===== src/rtl/bcd_pkg.sv =====
// Shared types and constants for the BCD up/down counter and its segment decoder.
package bcd_pkg;

   typedef logic [3:0] bcd_digit_t;

   localparam bcd_digit_t BCD_MAX = 4'd9;

   // Active-high segment patterns, bit order {g,f,e,d,c,b,a}
   localparam logic [6:0] FND_0     = 7'h3F;
   localparam logic [6:0] FND_1     = 7'h06;
   localparam logic [6:0] FND_2     = 7'h5B;
   localparam logic [6:0] FND_3     = 7'h4F;
   localparam logic [6:0] FND_4     = 7'h66;
   localparam logic [6:0] FND_5     = 7'h6D;
   localparam logic [6:0] FND_6     = 7'h7D;
   localparam logic [6:0] FND_7     = 7'h07;
   localparam logic [6:0] FND_8     = 7'h7F;
   localparam logic [6:0] FND_9     = 7'h6F;
   localparam logic [6:0] FND_BLANK = 7'h00;

endpackage


===== src/rtl/bcd_to_fnd.sv =====
// Single-digit BCD to seven-segment decoder; output polarity set by FND_ACT_LOW.
module bcd_to_fnd
   import bcd_pkg::*;
#(
   parameter int unsigned FND_ACT_LOW = 1
) (
   input  bcd_digit_t i_Digit,
   output logic [6:0] o_Seg
);

   logic [6:0] w_seg;

   // Active-high pattern lookup; codes 10..15 blank
   always_comb begin
      w_seg = FND_BLANK;
      case (i_Digit)
         4'd0:    w_seg = FND_0;
         4'd1:    w_seg = FND_1;
         4'd2:    w_seg = FND_2;
         4'd3:    w_seg = FND_3;
         4'd4:    w_seg = FND_4;
         4'd5:    w_seg = FND_5;
         4'd6:    w_seg = FND_6;
         4'd7:    w_seg = FND_7;
         4'd8:    w_seg = FND_8;
         4'd9:    w_seg = FND_9;
         default: w_seg = FND_BLANK;
      endcase
   end

   assign o_Seg = (FND_ACT_LOW != 0) ? ~w_seg : w_seg;

endmodule


===== src/rtl/bcd_updown_counter.sv =====
// Multi-digit BCD up/down counter driven by two active-low push buttons.
// Optional feature: define BCD_CNT_SAT_EN to saturate at all-9 / all-0 instead of wrapping.
module bcd_updown_counter
   import bcd_pkg::*;
#(
   parameter int unsigned DIGITS      = 2,
   parameter int unsigned FND_ACT_LOW = 1
) (
   input  logic                  i_Clk,
   input  logic                  i_Rst,
   input  logic [1:0]            i_Push,
   output logic [4*DIGITS-1:0]   o_BCD,
   output logic [3:0]            o_LED,
   output logic [7*DIGITS-1:0]   o_FND,
   output logic [1:0]            o_Carry
);

   logic [1:0]          r_s1, r_s2, r_s3;
   logic                r_live;
   logic [4*DIGITS-1:0] r_bcd;
   logic [1:0]          r_carry;

   logic                w_up, w_dn, w_inc, w_dec;
   logic [DIGITS:0]     w_cy, w_bw;
   logic [4*DIGITS-1:0] w_bcd_up, w_bcd_dn, w_bcd_nxt;
   logic [1:0]          w_carry_nxt;

   // Two-flop synchroniser plus history flop. The first edge after reset fills all three
   // stages from the pin, so a button held through reset release yields no event.
   always_ff @(posedge i_Clk or negedge i_Rst) begin
      if (!i_Rst) begin
         r_s1   <= 2'b11;
         r_s2   <= 2'b11;
         r_s3   <= 2'b11;
         r_live <= 1'b0;
      end else if (!r_live) begin
         r_s1   <= i_Push;
         r_s2   <= i_Push;
         r_s3   <= i_Push;
         r_live <= 1'b1;
      end else begin
         r_s1 <= i_Push;
         r_s2 <= r_s1;
         r_s3 <= r_s2;
      end
   end

   // Falling edge of the synchronised button is a press
   assign w_up  = r_s3[1] & ~r_s2[1];
   assign w_dn  = r_s3[0] & ~r_s2[0];
   assign w_inc = w_up & ~w_dn;
   assign w_dec = w_dn & ~w_up;

   assign w_cy[0] = w_inc;
   assign w_bw[0] = w_dec;

   // Per-digit ripple increment/decrement and segment decode
   for (genvar g = 0; g < DIGITS; g++) begin : g_digit
      bcd_digit_t w_dig;
      assign w_dig = r_bcd[4*g +: 4];

      assign w_bcd_up[4*g +: 4] = !w_cy[g] ? w_dig :
                                  (w_dig == BCD_MAX) ? 4'd0 : w_dig + 4'd1;
      assign w_bcd_dn[4*g +: 4] = !w_bw[g] ? w_dig :
                                  (w_dig == 4'd0) ? BCD_MAX : w_dig - 4'd1;
      assign w_cy[g+1] = w_cy[g] & (w_dig == BCD_MAX);
      assign w_bw[g+1] = w_bw[g] & (w_dig == 4'd0);

      bcd_to_fnd #(
         .FND_ACT_LOW (FND_ACT_LOW)
      ) u_fnd (
         .i_Digit (w_dig),
         .o_Seg   (o_FND[7*g +: 7])
      );
   end

   // Next count and active-low wrap pulses; a carry out of the top digit marks a wrap
   always_comb begin
      w_bcd_nxt   = r_bcd;
      w_carry_nxt = 2'b11;
`ifdef BCD_CNT_SAT_EN
      if (w_inc && !w_cy[DIGITS]) begin
         w_bcd_nxt = w_bcd_up;
      end else if (w_dec && !w_bw[DIGITS]) begin
         w_bcd_nxt = w_bcd_dn;
      end
`else
      if (w_inc) begin
         w_bcd_nxt = w_bcd_up;
      end else if (w_dec) begin
         w_bcd_nxt = w_bcd_dn;
      end
      w_carry_nxt = {~w_cy[DIGITS], ~w_bw[DIGITS]};
`endif
   end

   // Count and carry registers
   always_ff @(posedge i_Clk or negedge i_Rst) begin
      if (!i_Rst) begin
         r_bcd   <= '0;
         r_carry <= 2'b11;
      end else begin
         r_bcd   <= w_bcd_nxt;
         r_carry <= w_carry_nxt;
      end
   end

   assign o_BCD   = r_bcd;
   assign o_LED   = r_bcd[3:0];
   assign o_Carry = r_carry;

endmodule


===== config.mk =====
export PLATFORM = sky130hd
export DESIGN_NAME = bcd_updown_counter
export DESIGN_NICKNAME = d
export VERILOG_FILES = /design/src/rtl/bcd_pkg.sv /design/src/rtl/bcd_to_fnd.sv /design/src/rtl/bcd_updown_counter.sv
export SDC_FILE = /design/constraint.sdc
export NUM_CORES = 1
export LEC_CHECK = 0
export CAP_MARGIN = 0
export CORE_MARGIN = 3
export CORE_UTILIZATION = 45
export CTS_CLUSTER_SIZE = 25
export DETAILED_ROUTE_END_ITERATION = 10
export HOLD_SLACK_MARGIN = 0.06
export PLACE_DENSITY = 0.85
export RECOVER_POWER = 100
export SLEW_MARGIN = 20
export SYNTH_ARGS = -nofsm -noshare
export SYNTH_HDL_FRONTEND = slang
export SYNTH_HIERARCHICAL = 1
export SYNTH_SLANG_ARGS = --single-unit

===== constraint.sdc =====
create_clock -name i_Clk -period 1.82 [get_ports i_Clk]
set_input_delay 0.364 -clock i_Clk [delete_from_list [all_inputs] [get_ports i_Clk]]
set_output_delay 0.364 -clock i_Clk [all_outputs]
set_load 0.1 [all_outputs]

; Yosys cells after proc, flatten, opt, wreduce, memory -nomap -nowiden
; Memory sizes are Yosys's and may differ from the RTL's.
; Index checks and enable logic that the tools add are counted.
[op_classes]
n_mul = 0
n_addsub = 4
n_shift = 0
div_mod_pow = 0
n_reduce_logical = 5
n_bitwise = 16
order_cmp = 0
n_eq_ne = 3
mux = 10
[ops]
columns = op, count
row1 = two-way mux 4 bit, 6
row2 = two-way mux 8 bit, 2
row3 = inverter 7 bit, 2
row4 = adder 4 x 1 -> 4 bit (second input constant), 2
row5 = bitwise AND 1 bit, 8
row6 = == test 4 bit (second input constant), 2
row7 = logical NOT 4 bit, 2
row8 = subtractor 4 x 1 -> 4 bit (second input constant), 2
row9 = inverter 1 bit, 6
row10 = two-way mux 2 bit, 2
row11 = nonzero test 2 bit, 2
row12 = AND reduction 3 bit, 1
row13 = inequality test 2 x 1 -> 1 bit (second input constant), 1
[totals]
romBits = 224
latch_bits = 0
ramBits = 0
memories = 2
word_cells = 47
in_bits = 4
register_bits = 17
output_inout_bits = 28
[memory_table]
columns = name, depth, width, read_ports, rd_ports_with_merged_regs, wr, line_no
row1 = (no name shown), 16, 7, 1, 0, 0, bcd_to_fnd.sv:16  ; case (i_Digit)
row2 = (no name shown), 16, 7, 1, 0, 0, bcd_to_fnd.sv:16

; Longest topological paths before layout
[logic_depth]
depth_word = 8
depth_mapped = 9
ltp_nobuf = 7

; Modules after synthesis
; The synthesis kept the hierarchy.
[by_module_without_submodules]
columns = mod, seq_area_each_um2, area_per_inst_um2, cells_per_inst, n_inst
row1 = bcd_updown_counter, 435.4, 955.9, 100, 1
row2 = bcd_to_fnd, 0.0, 190.2, 28, 2

; Worst setup path after synthesis
; No wires, ideal clock.
[synth_timing]
path_kind = register to output
from = register r_bcd[5] (netlist: o_BCD[5])
to = output port o_FND[8]
path_stages_with_launch = 3
path_buffers = 0
slack_ps = -2049
required_time_ps = 1456
arrival_ps = 3505
cell_sequence = dfrtp_1 inv_1 o21ai_0
[synth_via]
elab_chain_len = 2
[synth_rtl]
columns = item, line_no
row1 = from (decl), bcd_updown_counter.sv:20  ; logic [4*DIGITS-1:0] r_bcd;
row2 = from (signal assigned), bcd_updown_counter.sv:103  ; r_bcd <= w_bcd_nxt;
row3 = memory read (16 x 7 bit), n/a
row4 = inverter 7 bit, bcd_to_fnd.sv:31  ; assign o_Seg = (FND_ACT_LOW != 0) ? ~w_seg : w_seg;
row5 = to (decl), bcd_updown_counter.sv:14  ; output logic [7*DIGITS-1:0] o_FND,
; No other way between the ends.

; Worst setup path after layout
[layout_timing]
from = register r_bcd[1] (netlist: o_BCD[1])
to = output port o_FND[3]
; Same word-level chain as after synthesis.

==> flow_metrics.env <==
export IMPL_yosys_area_share_simple=0.212
export IMPL_status="finished, violations left"
export IMPL_setup_viol=24
export IMPL_antenna_found_initial=1
export IMPL_route_detailed_drc=0
export IMPL_hold_viol_final=0
export IMPL_start_util=0.480
export IMPL_fmax_mhz=471
export IMPL_grt_overflow_total=0
export IMPL_clock_path_buffers=2
export IMPL_cp_arrival_ns=1.76
export IMPL_placementRows=19
export IMPL_cts_htree_levels=1
export IMPL_die_area_um2=3660
export IMPL_setup_worst_path_class="flip-flop to primary output"
export IMPL_clkLatencyLatePin_ns=0.32
export IMPL_rsz0062_at_grt="yes"
export IMPL_crit_fanout=4
export IMPL_cts_inserted_buffers=3
export IMPL_tightest_slew_ns=0.588
export IMPL_synth_compound_area_frac=0.187
export IMPL_core_area_um2=2780
export IMPL_synth_top_cell_area_share=0.169
export IMPL_place_congestion=0.844
export IMPL_synth_xor_area_frac=0.0459
export IMPL_fp_dieH_um=60.5
export IMPL_synthFlopType="dfrtp_1"
export IMPL_ys_async_sr_fraction=1.00
export IMPL_num_vias=1701
export IMPL_wl_per_cell_um=33.1
export IMPL_synthMuxAreaShare=0.00749
export IMPL_numPortBuffers=31
export IMPL_root_buffer="clkbuf_4"
export IMPL_skew_ns=0.00285
export IMPL_maxCapViolCount=0
export IMPL_synth_area_leader_cell="dfrtp_1"
export IMPL_seq_area_frac_synth=0.326
export IMPL_finalCritPeriodShare=1.17
export IMPL_die_w_um=60.5
export IMPL_finalCriticalPeriod_ns=2.13
export IMPL_routed_wl_um=8190
export IMPL_cts_tree="built"
export IMPL_synthAdderAreaFrac=0.112
export IMPL_final_cell_mix="buf_12 (26), buf_4 (25), nand2_1 (10)"
export IMPL_syn_inst=156
export IMPL_slew_headroom=0.608
export IMPL_synth_edff_count=0
export IMPL_drt_pass1_iterations=4
export IMPL_gr_usage_all_layers=0.307
export IMPL_yosys_top_cells_area="dfrtp_1 (17%), dfstp_2 (16%), ha_1 (11%), inv_1 (4.2%), nand2b_1 (4.2%)"
export IMPL_dp_hpwl_um=2720
export IMPL_drt_iter0_drc=197
export IMPL_boundaryPins=32
export IMPL_grt_util_met3=0.0255
export IMPL_syn_avg_cell_area_um2=8.57
export IMPL_crit_path_end_kind="primary output"
export IMPL_synth_cell_type_count=40
export IMPL_violations="negative setup slack"
export IMPL_netlist_area_um2=1340
export IMPL_hp_class="primary input to asynchronous set/reset pin"
export IMPL_grt_pass1_wl_um=8140
export IMPL_required_ns=1.46
export IMPL_critPathLaunchType="flip-flop"
export IMPL_synth_nets=172
export IMPL_ys_ff_latch=17
export IMPL_clk_pin_slew_ns=0.11
export IMPL_grtUsageMet1=0.335
export IMPL_nNetsFinal=232
export IMPL_finalWorstSetupSlack_ns=-0.305
export IMPL_layout_commonest_cell="buf_12"
export IMPL_grtUsageMet2=0.599
export IMPL_yosysWarningCount=6
export IMPL_hold_ws_ns=0.407
export IMPL_slew_viol_final=0
export IMPL_grt_max_degree=15
export IMPL_drive_above_1_share=0.670
export IMPL_synth_top_family_by_area="simple AND/OR/NAND/NOR gates"
export IMPL_busiest_layer="met2"
export IMPL_syn2layout_area_growth_pct=102
export IMPL_grt_pass1_vias=1517
export IMPL_hold_buffers=0
export IMPL_postRouteAntennaNets=0
export IMPL_cts_sinks=17
export IMPL_viasPerCell=6.89
[synthesized netlist by cell type, types with 3 or more instances]
| cell | count |
|---|---|
| nand2b_1 | 9 |
| nand2_1 | 10 |
| a31oi_1 | 5 |
| o21ai_0 | 10 |
| ha_1 | 12 |
| inv_1 | 15 |
| a21oi_1 | 10 |
| buf_6 | 3 |
| dfstp_2 | 8 |
| nor2_1 | 14 |
| dfrtp_1 | 9 |
| clkbuf_1 | 6 |
| xor2_1 | 5 |
| o31ai_1 | 4 |
| buf_4 | 4 |
[stage by stage]
| step | setup WS (ns) | area, um2 | cells | TNS (ns) | utilization |
|---|---|---|---|---|---|
| after floorplan | -0.447 | 1610 | 156 | -3.25 | - |
| after CTS | -0.208 | 2520 | 237 | -1.29 | 0.907 |
| after global placement | 0.0514 | 2240 | 219 | 0 | 0.807 |
| after detailed placement | -0.0269 | 2240 | 219 | -0.0607 | 0.807 |
| after global routing | -0.331 | 2700 | 247 | -5.40 | 0.969 |
| final | -0.305 | 2700 | 247 | -4.63 | 0.969 |
[path summary, 6_finish.rpt]
kind,from,to,slack [ns],cells after the start
min in group i_Clk,r_s1[0],r_s2[0],0.48,2
max,o_BCD[1],o_FND[3],-0.31,6
max in group asynchronous,i_Rst,o_BCD[3],0.50,2
min reg2reg,r_s1[0],r_s2[0],0.48,2
max reg2reg,o_BCD[1],o_BCD[5],-0.19,7
min,i_Rst,o_BCD[7],0.41,1
[worst max-delay path: stages, from the launching register on]
cell and delay [ns]:
dfrtp_4 0.50, inv_8 0.06, ha_4 0.15, or2_4 0.24, a21oi_4 0.21, a31oi_4 0.08
buf_12 0.20
[layer usage]
metal / wire length (um) / vias to the layer above / part of all wire
met5: 0 / - / 0
met4: 763 / 0 / 0.093
met3: 815 / 70 / 0.10
met2: 3730 / 179 / 0.46
met1: 2870 / 801 / 0.35
li1: - / 651 / -
[cell families (layout without fill, tap and decap cells)]
| kind of cell | count (synthesis) | after routing |
|---|---|---|
| DFF | 17 | 17 |
| AOI/OAI and AO/OA | 40 | 40 |
| adders and majority gates | 12 | 12 |
| and+or+nand+nor | 50 | 50 |
| buffers and inverters | 28 | 87 |
| xor gates and xnor gates | 7 | 7 |
| muxes | 1 | 1 |
| other | 1 | 2 |
[area by class of cell]
class                   count  area [um2]
diodes                      1        2.50
multi-input cells         111        1210
clock buffers               4        26.3
inverters                  15        90.1
well taps                  31        38.8
flip-flops and latches     17         465
fillers                    46        85.1
repair buffers             68         858
[flip-flops by register name (all words and copies together), names as in the netlist]
| register | count |
|---|---|
| o_BCD | 8 |
| o_Carry | 2 |
| r_live | 1 |
| r_s1 | 2 |
| r_s2 | 2 |
| r_s3 | 2 |
[what timing repair did]
action / CTS / global route
cloned: 0 / 0
pin swaps: 16 / 14
resized for setup: 31 / 31
setup buffers: 14 / 9
setup endpoints to repair: 18 / 19
Power is not shown: default switching activity piles up to over one toggle a cycle in this logic, so the estimate is an artifact.
